### src/rtl/sio_niu_outbound_sched_if.sv
// sio_niu_outbound_sched_if: response-queue and NIU-boundary signals of the outbound scheduler.
interface sio_niu_outbound_sched_if #(parameter int CNT_W = 4);
    logic             dma_rsp_vld;
    logic [127:0]     dma_rsp_hdr;
    logic             dma_rsp_hdr_pop;
    logic [127:0]     dma_rsp_data;
    logic             dma_rsp_data_pop;
    logic             wack_vld;
    logic [127:0]     wack_hdr;
    logic             wack_pop;
    logic             niu_sio_credit;
    logic             sio_niu_hdr_vld;
    logic             sio_niu_datareq;
    logic [127:0]     sio_niu_data;
    logic [7:0]       sio_niu_parity;
    logic [CNT_W-1:0] credit_avail;
    logic             credit_err;

    modport slave (
        input  dma_rsp_vld, dma_rsp_hdr, dma_rsp_data, wack_vld, wack_hdr, niu_sio_credit,
        output dma_rsp_hdr_pop, dma_rsp_data_pop, wack_pop, sio_niu_hdr_vld, sio_niu_datareq,
               sio_niu_data, sio_niu_parity, credit_avail, credit_err
    );

    modport master (
        output dma_rsp_vld, dma_rsp_hdr, dma_rsp_data, wack_vld, wack_hdr, niu_sio_credit,
        input  dma_rsp_hdr_pop, dma_rsp_data_pop, wack_pop, sio_niu_hdr_vld, sio_niu_datareq,
               sio_niu_data, sio_niu_parity, credit_avail, credit_err
    );
endinterface

### src/rtl/sio_niu_outbound_sched.sv
// sio_niu_outbound_sched: round-robin DMA-response / write-ack scheduler onto the NIU outbound bus,
// with packet credits, header + 4-beat payload sequencing and per-lane even parity.
module sio_niu_outbound_sched #(
    parameter int CREDITS = 8,
    parameter int CNT_W   = 4
) (
    input logic                     iol2clk,
    input logic                     rst_l,
    sio_niu_outbound_sched_if.slave bus
);
    typedef enum logic [2:0] {IDLE, PAY0, PAY1, PAY2, PAY3} state_t;

    state_t           state_q, state_d;
    logic             last_dma_q;
    logic [CNT_W-1:0] credit_q, credit_d;
    logic             err_q, err_d;
    logic             hdr_vld_q, datareq_q;
    logic [127:0]     data_q, data_d;
    logic [7:0]       parity_q, parity_d;
    logic             busy, can_gnt, gnt_dma, gnt_wack, gnt, ret, full;

    always_comb begin
        busy     = state_q != IDLE;
        // Pops stay low while reset is held, even though they are combinational.
        can_gnt  = rst_l && !busy && credit_q != '0;
        gnt_dma  = can_gnt && bus.dma_rsp_vld && (!bus.wack_vld || !last_dma_q);
        gnt_wack = can_gnt && bus.wack_vld && !gnt_dma;
        gnt      = gnt_dma || gnt_wack;
        ret      = bus.niu_sio_credit;
        full     = credit_q == CNT_W'(CREDITS);
        credit_d = (gnt && !ret) ? credit_q - CNT_W'(1) :
                   (!gnt && ret && !full) ? credit_q + CNT_W'(1) : credit_q;
        err_d    = err_q || (!gnt && ret && full);
        state_d  = gnt_dma ? PAY0 : (!busy || state_q == PAY3) ? IDLE : state_t'(state_q + 3'd1);
        data_d   = gnt_dma ? bus.dma_rsp_hdr : gnt_wack ? bus.wack_hdr : busy ? bus.dma_rsp_data : '0;
        for (int i = 0; i < 8; i++) parity_d[i] = ^data_d[16*i +: 16];
    end

    always_ff @(posedge iol2clk or negedge rst_l) begin
        if (!rst_l) begin
            state_q    <= IDLE;
            last_dma_q <= 1'b0;
            credit_q   <= CNT_W'(CREDITS);
            err_q      <= 1'b0;
            hdr_vld_q  <= 1'b0;
            datareq_q  <= 1'b0;
            data_q     <= '0;
            parity_q   <= '0;
        end else begin
            state_q    <= state_d;
            last_dma_q <= gnt ? gnt_dma : last_dma_q;
            credit_q   <= credit_d;
            err_q      <= err_d;
            hdr_vld_q  <= gnt;
            datareq_q  <= gnt_dma;
            data_q     <= data_d;
            parity_q   <= parity_d;
        end
    end

    assign bus.dma_rsp_hdr_pop  = gnt_dma;
    assign bus.wack_pop         = gnt_wack;
    assign bus.dma_rsp_data_pop = busy;
    assign bus.sio_niu_hdr_vld  = hdr_vld_q;
    assign bus.sio_niu_datareq  = datareq_q;
    assign bus.sio_niu_data     = data_q;
    assign bus.sio_niu_parity   = parity_q;
    assign bus.credit_avail     = credit_q;
    assign bus.credit_err       = err_q;
endmodule

### src/flat_wrapper.sv
// flat-port wrapper written by rule: the top's interface ports become plain ports
module sio_niu_outbound_sched_flat 
#(
    parameter int CREDITS = 8,
    parameter int CNT_W   = 4
)
  (iol2clk, rst_l, bus_dma_rsp_vld, bus_dma_rsp_hdr, bus_dma_rsp_data, bus_wack_vld, bus_wack_hdr, bus_niu_sio_credit, bus_dma_rsp_hdr_pop, bus_dma_rsp_data_pop, bus_wack_pop, bus_sio_niu_hdr_vld, bus_sio_niu_datareq, bus_sio_niu_data, bus_sio_niu_parity, bus_credit_avail, bus_credit_err);
  sio_niu_outbound_sched_if #(.CNT_W(CNT_W)) bus_i ();
  input logic iol2clk;
  input logic rst_l;
  input wire logic [$bits(bus_i.dma_rsp_vld)-1:0] bus_dma_rsp_vld;
  input wire logic [$bits(bus_i.dma_rsp_hdr)-1:0] bus_dma_rsp_hdr;
  input wire logic [$bits(bus_i.dma_rsp_data)-1:0] bus_dma_rsp_data;
  input wire logic [$bits(bus_i.wack_vld)-1:0] bus_wack_vld;
  input wire logic [$bits(bus_i.wack_hdr)-1:0] bus_wack_hdr;
  input wire logic [$bits(bus_i.niu_sio_credit)-1:0] bus_niu_sio_credit;
  output wire logic [$bits(bus_i.dma_rsp_hdr_pop)-1:0] bus_dma_rsp_hdr_pop;
  output wire logic [$bits(bus_i.dma_rsp_data_pop)-1:0] bus_dma_rsp_data_pop;
  output wire logic [$bits(bus_i.wack_pop)-1:0] bus_wack_pop;
  output wire logic [$bits(bus_i.sio_niu_hdr_vld)-1:0] bus_sio_niu_hdr_vld;
  output wire logic [$bits(bus_i.sio_niu_datareq)-1:0] bus_sio_niu_datareq;
  output wire logic [$bits(bus_i.sio_niu_data)-1:0] bus_sio_niu_data;
  output wire logic [$bits(bus_i.sio_niu_parity)-1:0] bus_sio_niu_parity;
  output wire logic [$bits(bus_i.credit_avail)-1:0] bus_credit_avail;
  output wire logic [$bits(bus_i.credit_err)-1:0] bus_credit_err;
  assign bus_i.dma_rsp_vld = bus_dma_rsp_vld;
  assign bus_i.dma_rsp_hdr = bus_dma_rsp_hdr;
  assign bus_i.dma_rsp_data = bus_dma_rsp_data;
  assign bus_i.wack_vld = bus_wack_vld;
  assign bus_i.wack_hdr = bus_wack_hdr;
  assign bus_i.niu_sio_credit = bus_niu_sio_credit;
  assign bus_dma_rsp_hdr_pop = bus_i.dma_rsp_hdr_pop;
  assign bus_dma_rsp_data_pop = bus_i.dma_rsp_data_pop;
  assign bus_wack_pop = bus_i.wack_pop;
  assign bus_sio_niu_hdr_vld = bus_i.sio_niu_hdr_vld;
  assign bus_sio_niu_datareq = bus_i.sio_niu_datareq;
  assign bus_sio_niu_data = bus_i.sio_niu_data;
  assign bus_sio_niu_parity = bus_i.sio_niu_parity;
  assign bus_credit_avail = bus_i.credit_avail;
  assign bus_credit_err = bus_i.credit_err;
  sio_niu_outbound_sched #(.CREDITS(CREDITS), .CNT_W(CNT_W)) u_core (.iol2clk(iol2clk), .rst_l(rst_l), .bus(bus_i));
endmodule
### config.mk
export PLATFORM = sky130hd
export DESIGN_NAME = sio_niu_outbound_sched_flat
export DESIGN_NICKNAME = d
export VERILOG_FILES = /design/src/rtl/sio_niu_outbound_sched_if.sv /design/src/rtl/sio_niu_outbound_sched.sv /design/src/flat_wrapper.sv
export SDC_FILE = /design/constraint.sdc
export NUM_CORES = 1
export LEC_CHECK = 0
export ABC_CLOCK_PERIOD_IN_PS = 4400
export BUFFER_PORTS_ARGS = -buffer_cell sky130_fd_sc_hd__buf_2
export CAP_MARGIN = 10
export CORE_AREA = 2 2 206 208
export CTS_CLUSTER_SIZE = 12
export DETAILED_ROUTE_END_ITERATION = 16
export DIE_AREA = 0 0 208 210
export PLACE_DENSITY = 0.38
export SLEW_MARGIN = 20
export SYNTH_ARGS = -nofsm -noshare
export SYNTH_HDL_FRONTEND = slang
export SYNTH_SLANG_ARGS = --single-unit
### constraint.sdc
create_clock -name iol2clk -period 4.4 [get_ports iol2clk]
set_input_delay 0 -clock iol2clk [delete_from_list [all_inputs] [get_ports iol2clk]]
set_output_delay 0 -clock iol2clk [all_outputs]
set_load 0.005 [all_outputs]
==> impl_metrics.env, run 1 <==
export IMPL_critPathMaxStageDelay_ps=660
export IMPL_wl_um=38400
export IMPL_final_cell_mix="534 x buf_2, 259 x dlygate4sd3_1, 146 x dfrtp_1, 135 x inv_1, 128 x a222oi_1"
export IMPL_synth_top_area_cell="dfrtp_1"
export IMPL_async_flop_share=1.00
export IMPL_p_per_area_mw_per_mm2=705
export IMPL_finalSetupViolations=0
export IMPL_cts_resized=0
export IMPL_place_gp_congestion=0.824
export IMPL_ys_types=30
export IMPL_critPathLaunchType="flip-flop"
export IMPL_worst_ep_arrival_time_ps=3880
export IMPL_hold_ws_ps=34.6
export IMPL_yosysTopAreaCellShare=0.520
export IMPL_pre_cts_slack_ps=822
export IMPL_cts_buffers=17
export IMPL_drive_gt1_frac=0.413
export IMPL_cts_root_buf="clkbuf_16"
export IMPL_port_buffers=534
export IMPL_slew_headroom=0.407
export IMPL_clock_sinks=147
export IMPL_path_max_fanout=65
export IMPL_rows=75
export IMPL_ys_seq_elements=147
export IMPL_maxCapViolations=0
export IMPL_dpl_cell_count=1651
export IMPL_fin_nets=1786
export IMPL_finalClockSkew_ps=8.97
export IMPL_drtIter0Drc=848
export IMPL_synthCells=613
export IMPL_met3_usage=0.0438
export IMPL_netlist_area_mm2=0.00702
export IMPL_synth_area_leaders="dfrtp_1 52%, a222oi_1 18%, xnor2_1 14%"
export IMPL_cpMostUsedCell="inv_1"
export IMPL_dp_hpwl_um=28500
export IMPL_grt_pass1_vias=8832
export IMPL_tightestPinTransition_ps=890
export IMPL_critPathTopFamily="buffers and inverters"
export IMPL_run_status="finished, final reports clean"
export IMPL_track_usage=0.171
export IMPL_cts_tree="done"
export IMPL_post_route_min_period_ps=3520
export IMPL_grt_pass1_wl_um=54800
export IMPL_required_ps=4760
export IMPL_grtUsageMet2=0.322
export IMPL_drt_pass1_iter_count=10
export IMPL_postCtsSetupBuffers=0
export IMPL_wl_per_cell_um=19.8
export IMPL_busiest_layer="met2"
export IMPL_synth_edf_count=0
export IMPL_crit_type="flip-flop to flip-flop"
export IMPL_grt_met1_usage=0.182
export IMPL_path_clk_slew_ps=60
export IMPL_power_leakage_uw=0.00679
export IMPL_gr_total_overflow=0
export IMPL_slew_viol_final=0
export IMPL_remaining_drc_errors=0
export IMPL_final_common_cell="buf_2"
export IMPL_grt_max_degree=100
export IMPL_syn_avg_cell_area_um2=11.5
export IMPL_synth_net_count=1009
export IMPL_antenna_found_initial=2
export IMPL_clock_latency_ps=440
export IMPL_ys_warn_count=0
export IMPL_rsz0062_at_grt="no"
export IMPL_fin_crit_sh=0.801
export IMPL_areaGrowthSynthToFinish_pct=91.8
export IMPL_rr_startpoint="u_core.state_q[0]$_DFF_PN0_"
export IMPL_cp_slowest_cell="buf_4"
export IMPL_synthFlopType="dfrtp_1"
export IMPL_viasPerCell=4.23
export IMPL_die_y_um=210
export IMPL_worstPathCellList="inv_1, ha_1, nand2b_4, buf_4, nor3_1, nor2_1, inv_1, nand2b_1, inv_1, ha_1, a21o_1, a21oi_1, nor2_1, a221oi_1, a21oi_1"
export IMPL_ir_worst_vdd_mv=0.256
export IMPL_ant_nets=0
export IMPL_critical_path_buf_inv_count=4
export IMPL_clk_path_buf_depth=2
export IMPL_setup_tns_ps=0
export IMPL_total_power_uw=9490
export IMPL_holdCritPathClass="input port to async pin"
export IMPL_initial_core_util=0.169
export IMPL_hold_viol=0
export IMPL_via_count=8216
export IMPL_cts_max_level=4
export IMPL_die_area_mm2=0.0437
export IMPL_crit_path_start="u_core.state_q[0]$_DFF_PN0_"
export IMPL_fin_ws_ps=877
export IMPL_layout_cells_non_filler=1941
export IMPL_nFillCells=4378
export IMPL_yosysSeqAreaShare=0.524
export IMPL_core_region_area_mm2=0.0415
export IMPL_die_width_um=208
export IMPL_ios=535
export IMPL_fmax_mhz=284
export IMPL_end_kind="flip-flop"
==> sequential cells by signal (all words and copies together), names as in the netlist <==
name,count
u_core.bus.sio_niu_parity,8
u_core.bus.sio_niu_data,128
u_core.bus.credit_err,1
u_core.bus.credit_avail,4
u_core.last_dma_q,1
u_core.bus.sio_niu_datareq,1
u_core.state_q,3
u_core.bus.sio_niu_hdr_vld,1
==> synthesized netlist by cell type (2+ instances only) <==
library cell and instances:
nand2_1 3, nor3_1 3, inv_1 135, xor2_1 9
ha_1 6, nor2_1 4, a21oi_1 4, dfrtp_1 146
nand2b_1 2, buf_1 4, a222oi_1 128, buf_2 20
clkbuf_1 19, xnor2_1 114
==> report_power, final <==
part	internal (uW)	switching, uW
Combinational	2850	3020
Sequential	1970	187
Clock	853	612
==> final cells by class <==
| class | instances | area, um2 | area share |
|---|---|---|---|
| multi-input combinational | 287 | 2670 | 0.198 |
| timing repair buffer | 802 | 5370 | 0.399 |
| inverter | 135 | 507 | 0.0376 |
| sequential | 147 | 3680 | 0.273 |
| tap | 539 | 674 | 0.0501 |
| clock inverter | 10 | 110 | 0.00817 |
| clock buffer | 20 | 457 | 0.0339 |
| antenna | 1 | 2.50 | 0.000186 |
==> layer usage <==
metal  part of all wire  wire, um
met1               0.37     14200
met2               0.53     20200
met3              0.071      2720
met4              0.034      1290
met5            0.00062        24
==> metrics by stage <==
stage | utilization | cell area, um2
after CTS | 0.325 | 13500
after global placement | 0.248 | 10300
after floorplan | - | 7020
after global routing | 0.325 | 13500
after detailed placement | 0.249 | 10300
final | 0.325 | 13500
==> cells by family (layout without fill, tap and decap cells) <==
kind of cell    count (synthesis)  count (layout)  synth area share
other cells                     0               1                 0
fa+ha+maj                       7               7            0.0135
flops                         147             147             0.524
compound gates                140             140             0.194
buf+inv                       179             967             0.100
xor+xnor                      123             123             0.153
simple gates                   17              17            0.0148
==> worst paths after layout <==
path	to	cells past startpoint	slack, ps
max	u_core.bus.credit_avail[3]$_DFFE_PN1P_	15	880
min reg2reg	u_core.bus.credit_err$_DFF_PN0_	1	490
max in group asynchronous	u_core.bus.sio_niu_data[44]$_DFF_PN0_	3	3140
min in group iol2clk	u_core.bus.sio_niu_parity[1]$_DFF_PN0_	6	300
max reg2reg	u_core.bus.credit_avail[3]$_DFFE_PN1P_	15	880
min	u_core.bus.sio_niu_data[109]$_DFF_PN0_	2	30
==> what timing repair did <==
| item | 4_1_cts | 5_1_grt |
|---|---|---|
| setup endpoints to repair | 0 | 0 |
| hold endpoints to repair | 160 | 0 |
| hold buffers | 259 | 0 |
(Power assumes the default switching activity.)
==> inputs of run 2 (changes only) <==
Settings changed: ABC_CLOCK_PERIOD_IN_PS 4400 to 3100, PLACE_DENSITY 0.38 to 0.39.
Clock period 4.4 ns to 3.1 ns, I/O delays scaled along.
==> impl_metrics.env, run 2 (synthesis gave the netlist of run 1 again) <==
export IMPL_run_status="finished, final reports clean"
export IMPL_finalClockSkew_ps=8.58
export IMPL_place_gp_congestion=0.874
export IMPL_slew_headroom=0.434
export IMPL_holdCritPathClass="input port to flip-flop"
export IMPL_drive_gt1_frac=0.456
export IMPL_areaGrowthSynthToFinish_pct=103
export IMPL_critPathLaunchType="flip-flop"
export IMPL_power_leakage_uw=0.00726
export IMPL_fin_nets=1852
export IMPL_cts_tree="done"
export IMPL_utilization=0.344
export IMPL_final_cell_area_mm2=0.0142
export IMPL_die_y_um=210
export IMPL_viasPerCell=4.23
export IMPL_regArea_mm2=0.00368
export IMPL_grt_pass1_wl_um=55200
export IMPL_dp_hpwl_um=28400
export IMPL_fmax_mhz=334
export IMPL_ff2ff_setup_slack_ps=110
export IMPL_required_ps=3450
export IMPL_via_count=8497
export IMPL_core_region_area_mm2=0.0415
export IMPL_ios=535
export IMPL_critPathMaxStageDelay_ps=410
export IMPL_ant_nets=0
export IMPL_rows=75
export IMPL_multiInputGateArea_mm2=0.00280
export IMPL_finalSetupViolations=0
export IMPL_cts_max_level=4
export IMPL_cp_num_cells=16
export IMPL_critPathTopFamily="compound AO/OA/AOI/OAI gates"
export IMPL_die_width_um=208
export IMPL_slew_viol_final=0
export IMPL_placed_area_mm2=0.0107
export IMPL_track_usage=0.171
export IMPL_end_kind="flip-flop"
export IMPL_setup_tns_ps=0
export IMPL_port_buffers=534
export IMPL_layout_cells_non_filler=2011
export IMPL_clk_path_buf_depth=2
export IMPL_ir_worst_vdd_mv=0.483
export IMPL_drtIter0Drc=843
export IMPL_nFillCells=4287
export IMPL_post_route_min_period_ps=2990
export IMPL_p_per_area_mw_per_mm2=1030
export IMPL_reg2reg_depth=16
export IMPL_crit_type="flip-flop to flip-flop"
export IMPL_drt_pass1_iter_count=8
export IMPL_cts_buffers=17
export IMPL_die_area_mm2=0.0437
export IMPL_final_common_cell="buf_2"
export IMPL_path_clk_slew_ps=60
export IMPL_dpl_cell_count=1702
export IMPL_critical_path_buf_inv_count=5
export IMPL_grt_pass1_vias=9051
export IMPL_clock_sinks=147
export IMPL_rsz0062_at_grt="yes"
export IMPL_fin_crit_sh=0.966
export IMPL_wl_um=38800
export IMPL_wl_per_cell_um=19.3
export IMPL_final_cell_mix="533 x buf_2, 254 x dlygate4sd3_1, 146 x dfrtp_1, 133 x inv_1, 128 x a222oi_1"
export IMPL_largest_reg_flops=128
export IMPL_worstPathCellList="inv_1, ha_2, nand2b_4, nor4bb_4, buf_6, buf_12, nor2_1, inv_1, nand2b_1, inv_2, ha_1, a21o_1, a21oi_4, nor2_1, a221oi_2, a21oi_1"
export IMPL_total_power_uw=14600
export IMPL_cts_root_buf="clkbuf_16"
export IMPL_worst_ep_arrival_time_ps=3340
export IMPL_hold_viol=0
export IMPL_tightestPinTransition_ps=848
export IMPL_clock_latency_ps=430
export IMPL_initial_core_util=0.169
export IMPL_gr_total_overflow=0
export IMPL_hold_depth=4
export IMPL_path_max_fanout=11
export IMPL_antenna_found_initial=4
export IMPL_remaining_drc_errors=0
export IMPL_grt_max_degree=147
export IMPL_cp_slowest_cell="dfrtp_1"
export IMPL_maxCapViolations=0
-- run 2: cell types whose count changed in the layout (fill, tap and decap cells not counted), moves of 3 or more --
cell           change
xnor2_1           -12
buf_12             +3
clkinv_4           +4
xnor2_2           +11
buf_4             +63
clkinvlp_4         -4
dlygate4sd3_1      -5
-- run 2: timing repair --
item,in CTS,in global routing
endpoints found under the hold margin,277,0
cloned,1,2
endpoints found under the setup margin,4,10
pin swaps,6,16
resized for setup,8,16
buffers inserted,6,11
hold buffers,254,0
-- run 2: per-layer routing --
metal  share of wire  track usage  vias up
met1            0.37        0.180     4065
met3           0.068       0.0463       40
met5               0            0        -
met2            0.54        0.325      468
met4           0.022       0.0577        0
li1                -            -     3924
-- run 2: worst min-delay path, cell delays in order --
cell      delay [ps]
buf_2             90
a222oi_1          90
buf_4            160
inv_1             70
-- run 2: where the power goes --
| group | internal [uW] | switching, uW |
|---|---|---|
| Combinational | 4950 | 4470 |
| Clock | 1270 | 878 |
| Sequential | 2800 | 278 |
-- run 2: through the flow --
stage | worst slack (ps) | hold WS (ps)
6_report | 107 | 15.7
5_1_grt | -68.4 | 17.5
4_1_cts | -17.6 | 0.992
3_5_place_dp | -266 | -14.2
3_3_place_gp | -233 | -12.6
2_1_floorplan | 191 | -296
-- run 2: worst paths after layout --
| check | start | to |
|---|---|---|
| hold reg to reg | u_core.bus.credit_err$_DFF_PN0_ | u_core.bus.credit_err$_DFF_PN0_ |
| setup reg to reg | u_core.state_q[1]$_DFF_PN0_ | u_core.bus.credit_avail[3]$_DFFE_PN1P_ |
| min in group asynchronous | rst_l | u_core.bus.credit_avail[3]$_DFFE_PN1P_ |
| max in group asynchronous | rst_l | u_core.bus.sio_niu_data[48]$_DFF_PN0_ |
| hold / removal | bus_dma_rsp_data[117] | u_core.bus.sio_niu_data[117]$_DFF_PN0_ |
| setup / recovery | u_core.state_q[1]$_DFF_PN0_ | u_core.bus.credit_avail[3]$_DFFE_PN1P_ |
-- run 2: area by class of cell --
class / count / area share
Clock buffer: 19 / 0.0304
Inverter: 135 / 0.0356
Timing Repair Buffer: 868 / 0.420
Antenna cell: 3 / 0.000527
Tap cell: 539 / 0.0473
Sequential cell: 147 / 0.258
Multi-Input combinational cell: 287 / 0.197
Clock inverter: 13 / 0.0112
==> inputs of run 3 (changes only) <==
Settings changed: CORE_AREA 2 2 206 208 to 4 4 208 210, DIE_AREA 0 0 208 210 to 0 0 212 214.
==> impl_metrics.env, run 3 (synthesis gave the netlist of run 1 again) <==
export IMPL_run_status="finished, final reports clean"
export IMPL_cts_max_level=4
export IMPL_via_count=8554
export IMPL_final_common_cell="buf_2"
export IMPL_wl_per_cell_um=19.5
export IMPL_gr_total_overflow=0
export IMPL_end_kind="flip-flop"
export IMPL_fin_nets=1857
export IMPL_cts_root_buf="clkbuf_16"
export IMPL_viasPerCell=4.25
export IMPL_tightestPinTransition_ps=852
export IMPL_maxCapViolations=0
export IMPL_port_buffers=534
export IMPL_ios=535
export IMPL_cpMostUsedCell="buf_4"
export IMPL_worst_ep_arrival_time_ps=3320
export IMPL_total_power_uw=14700
export IMPL_cts_tree="done"
export IMPL_clock_latency_ps=440
export IMPL_rows=75
export IMPL_hold_viol=0
export IMPL_cp_slowest_cell="dlygate4sd3_1"
export IMPL_place_gp_congestion=0.843
export IMPL_die_y_um=214
export IMPL_power_leakage_uw=0.00733
export IMPL_clock_sinks=147
export IMPL_multiInputGateArea_mm2=0.00280
export IMPL_path_max_fanout=17
export IMPL_regArea_mm2=0.00368
export IMPL_ir_worst_vdd_mv=0.390
export IMPL_diodes=0
export IMPL_grt_pass1_vias=9282
export IMPL_critPathMaxStageDelay_ps=690
export IMPL_nFillCells=4230
export IMPL_finalSetupViolations=0
export IMPL_layout_cells_non_filler=2013
export IMPL_critPathTopFamily="buffers and inverters"
export IMPL_path_clk_slew_ps=70
export IMPL_ant_nets=0
export IMPL_placed_area_mm2=0.0107
export IMPL_antenna_found_initial=0
export IMPL_areaGrowthSynthToFinish_pct=105
export IMPL_fin_ws_ps=115
export IMPL_cts_buffers=17
export IMPL_dpl_cell_count=1697
export IMPL_required_ps=3430
export IMPL_clk_path_buf_depth=2
export IMPL_drt_pass1_iter_count=9
export IMPL_worstPathCellList="nor4_4, buf_4, nor4bb_4, buf_6, buf_12, buf_4, clkbuf_16, a222oi_1, dlygate4sd3_1, inv_1"
export IMPL_core_region_area_mm2=0.0416
export IMPL_holdCritPathClass="input port to flip-flop"
export IMPL_slew_viol_final=0
export IMPL_finalClockSkew_ps=8.01
export IMPL_largest_reg_flops=128
export IMPL_final_cell_area_mm2=0.0144
export IMPL_die_area_mm2=0.0454
export IMPL_utilization=0.347
export IMPL_post_route_min_period_ps=2980
export IMPL_grt_max_degree=148
export IMPL_grt_pass1_wl_um=55300
export IMPL_final_cell_mix="533 x buf_2, 257 x dlygate4sd3_1, 146 x dfrtp_1, 132 x inv_1, 128 x a222oi_1"
export IMPL_die_width_um=212
export IMPL_p_per_area_mw_per_mm2=1020
export IMPL_slew_headroom=0.432
export IMPL_dp_hpwl_um=28100
export IMPL_track_usage=0.161
export IMPL_critical_path_buf_inv_count=7
export IMPL_initial_core_util=0.169
export IMPL_fin_crit_sh=0.963
export IMPL_pre_cts_slack_ps=-311
export IMPL_crit_type="flip-flop to flip-flop"
export IMPL_fmax_mhz=335
export IMPL_remaining_drc_errors=0
export IMPL_drtIter0Drc=974
export IMPL_critPathLaunchType="flip-flop"
export IMPL_drive_gt1_frac=0.457
export IMPL_wl_um=39300
## run 3: cell types whose count changed in the layout (fill, tap and decap cells not counted), moves of 3 or more
cell / delta
clkinv_2: -3
dlygate4sd3_1: +3
bufinv_16: +3
diode_2: -3
buf_6: +3
buf_4: -3
## run 3: path summary, 6_finish.rpt
check                                                        from                                endpoint  slack (ps)  cells past startpoint
hold reg to reg                   u_core.bus.credit_err$_DFF_PN0_         u_core.bus.credit_err$_DFF_PN0_         480                      1
min in group asynchronous                                   rst_l  u_core.bus.credit_avail[2]$_DFFE_PN0P_         330                      3
setup / recovery           u_core.bus.credit_avail[0]$_DFFE_PN0P_   u_core.bus.sio_niu_data[30]$_DFF_PN0_         120                     10
setup reg to reg           u_core.bus.credit_avail[0]$_DFFE_PN0P_   u_core.bus.sio_niu_data[30]$_DFF_PN0_         120                     10
max in group asynchronous                                   rst_l  u_core.bus.sio_niu_data[100]$_DFF_PN0_        2150                      3
hold / removal                                bus_dma_rsp_hdr[40]   u_core.bus.sio_niu_data[40]$_DFF_PN0_          80                      5
## run 3: final cells by class
cell class	instances	area share
timing repair buffer	873	0.422
sequential	147	0.255
multi-input combinational	287	0.194
tap	539	0.0468
inverter	135	0.0352
clock buffer	17	0.0295
clock inverter	15	0.0174
## run 3: worst reg2reg max path: cells and delay by family (launching register included)
| kind | cells | cell delay, ps |
|---|---|---|
| buffers and inverters | 7 | 1530 |
| AND/OR/NAND/NOR | 2 | 330 |
| flip-flops | 1 | 410 |
| AO/OA/AOI/OAI | 1 | 610 |
## run 3: report_power, final
group / leakage (uW) / switching (uW) / internal [uW]
combinational: 0.00521 / 4370 / 4870
clock: 0.000326 / 934 / 1520
sequential: 0.00179 / 260 / 2790
## run 3: timing repair
item	4_1_cts	5_1_grt
setup buffers	3	19
cloned	0	5
endpoints found under the setup margin	6	9
pin swaps	2	21
hold buffers	257	0
resized for setup	7	23
endpoints found under the hold margin	276	0
## run 3: through the flow
stage               hold WS (ps)  TNS (ps)
floorplan                   -296         0
global placement             258      -744
detailed placement           259      -801
CTS                         36.8         0
global route                87.6     -44.9
finish                      81.5         0
## run 3: routing by layer
layer	part of all wire	global-route usage	vias to the layer above
met5	0	0	-
met4	0.027	0.0575	0
met3	0.083	0.0394	44
met2	0.53	0.305	474
met1	0.36	0.172	4113
li1	-	-	3923
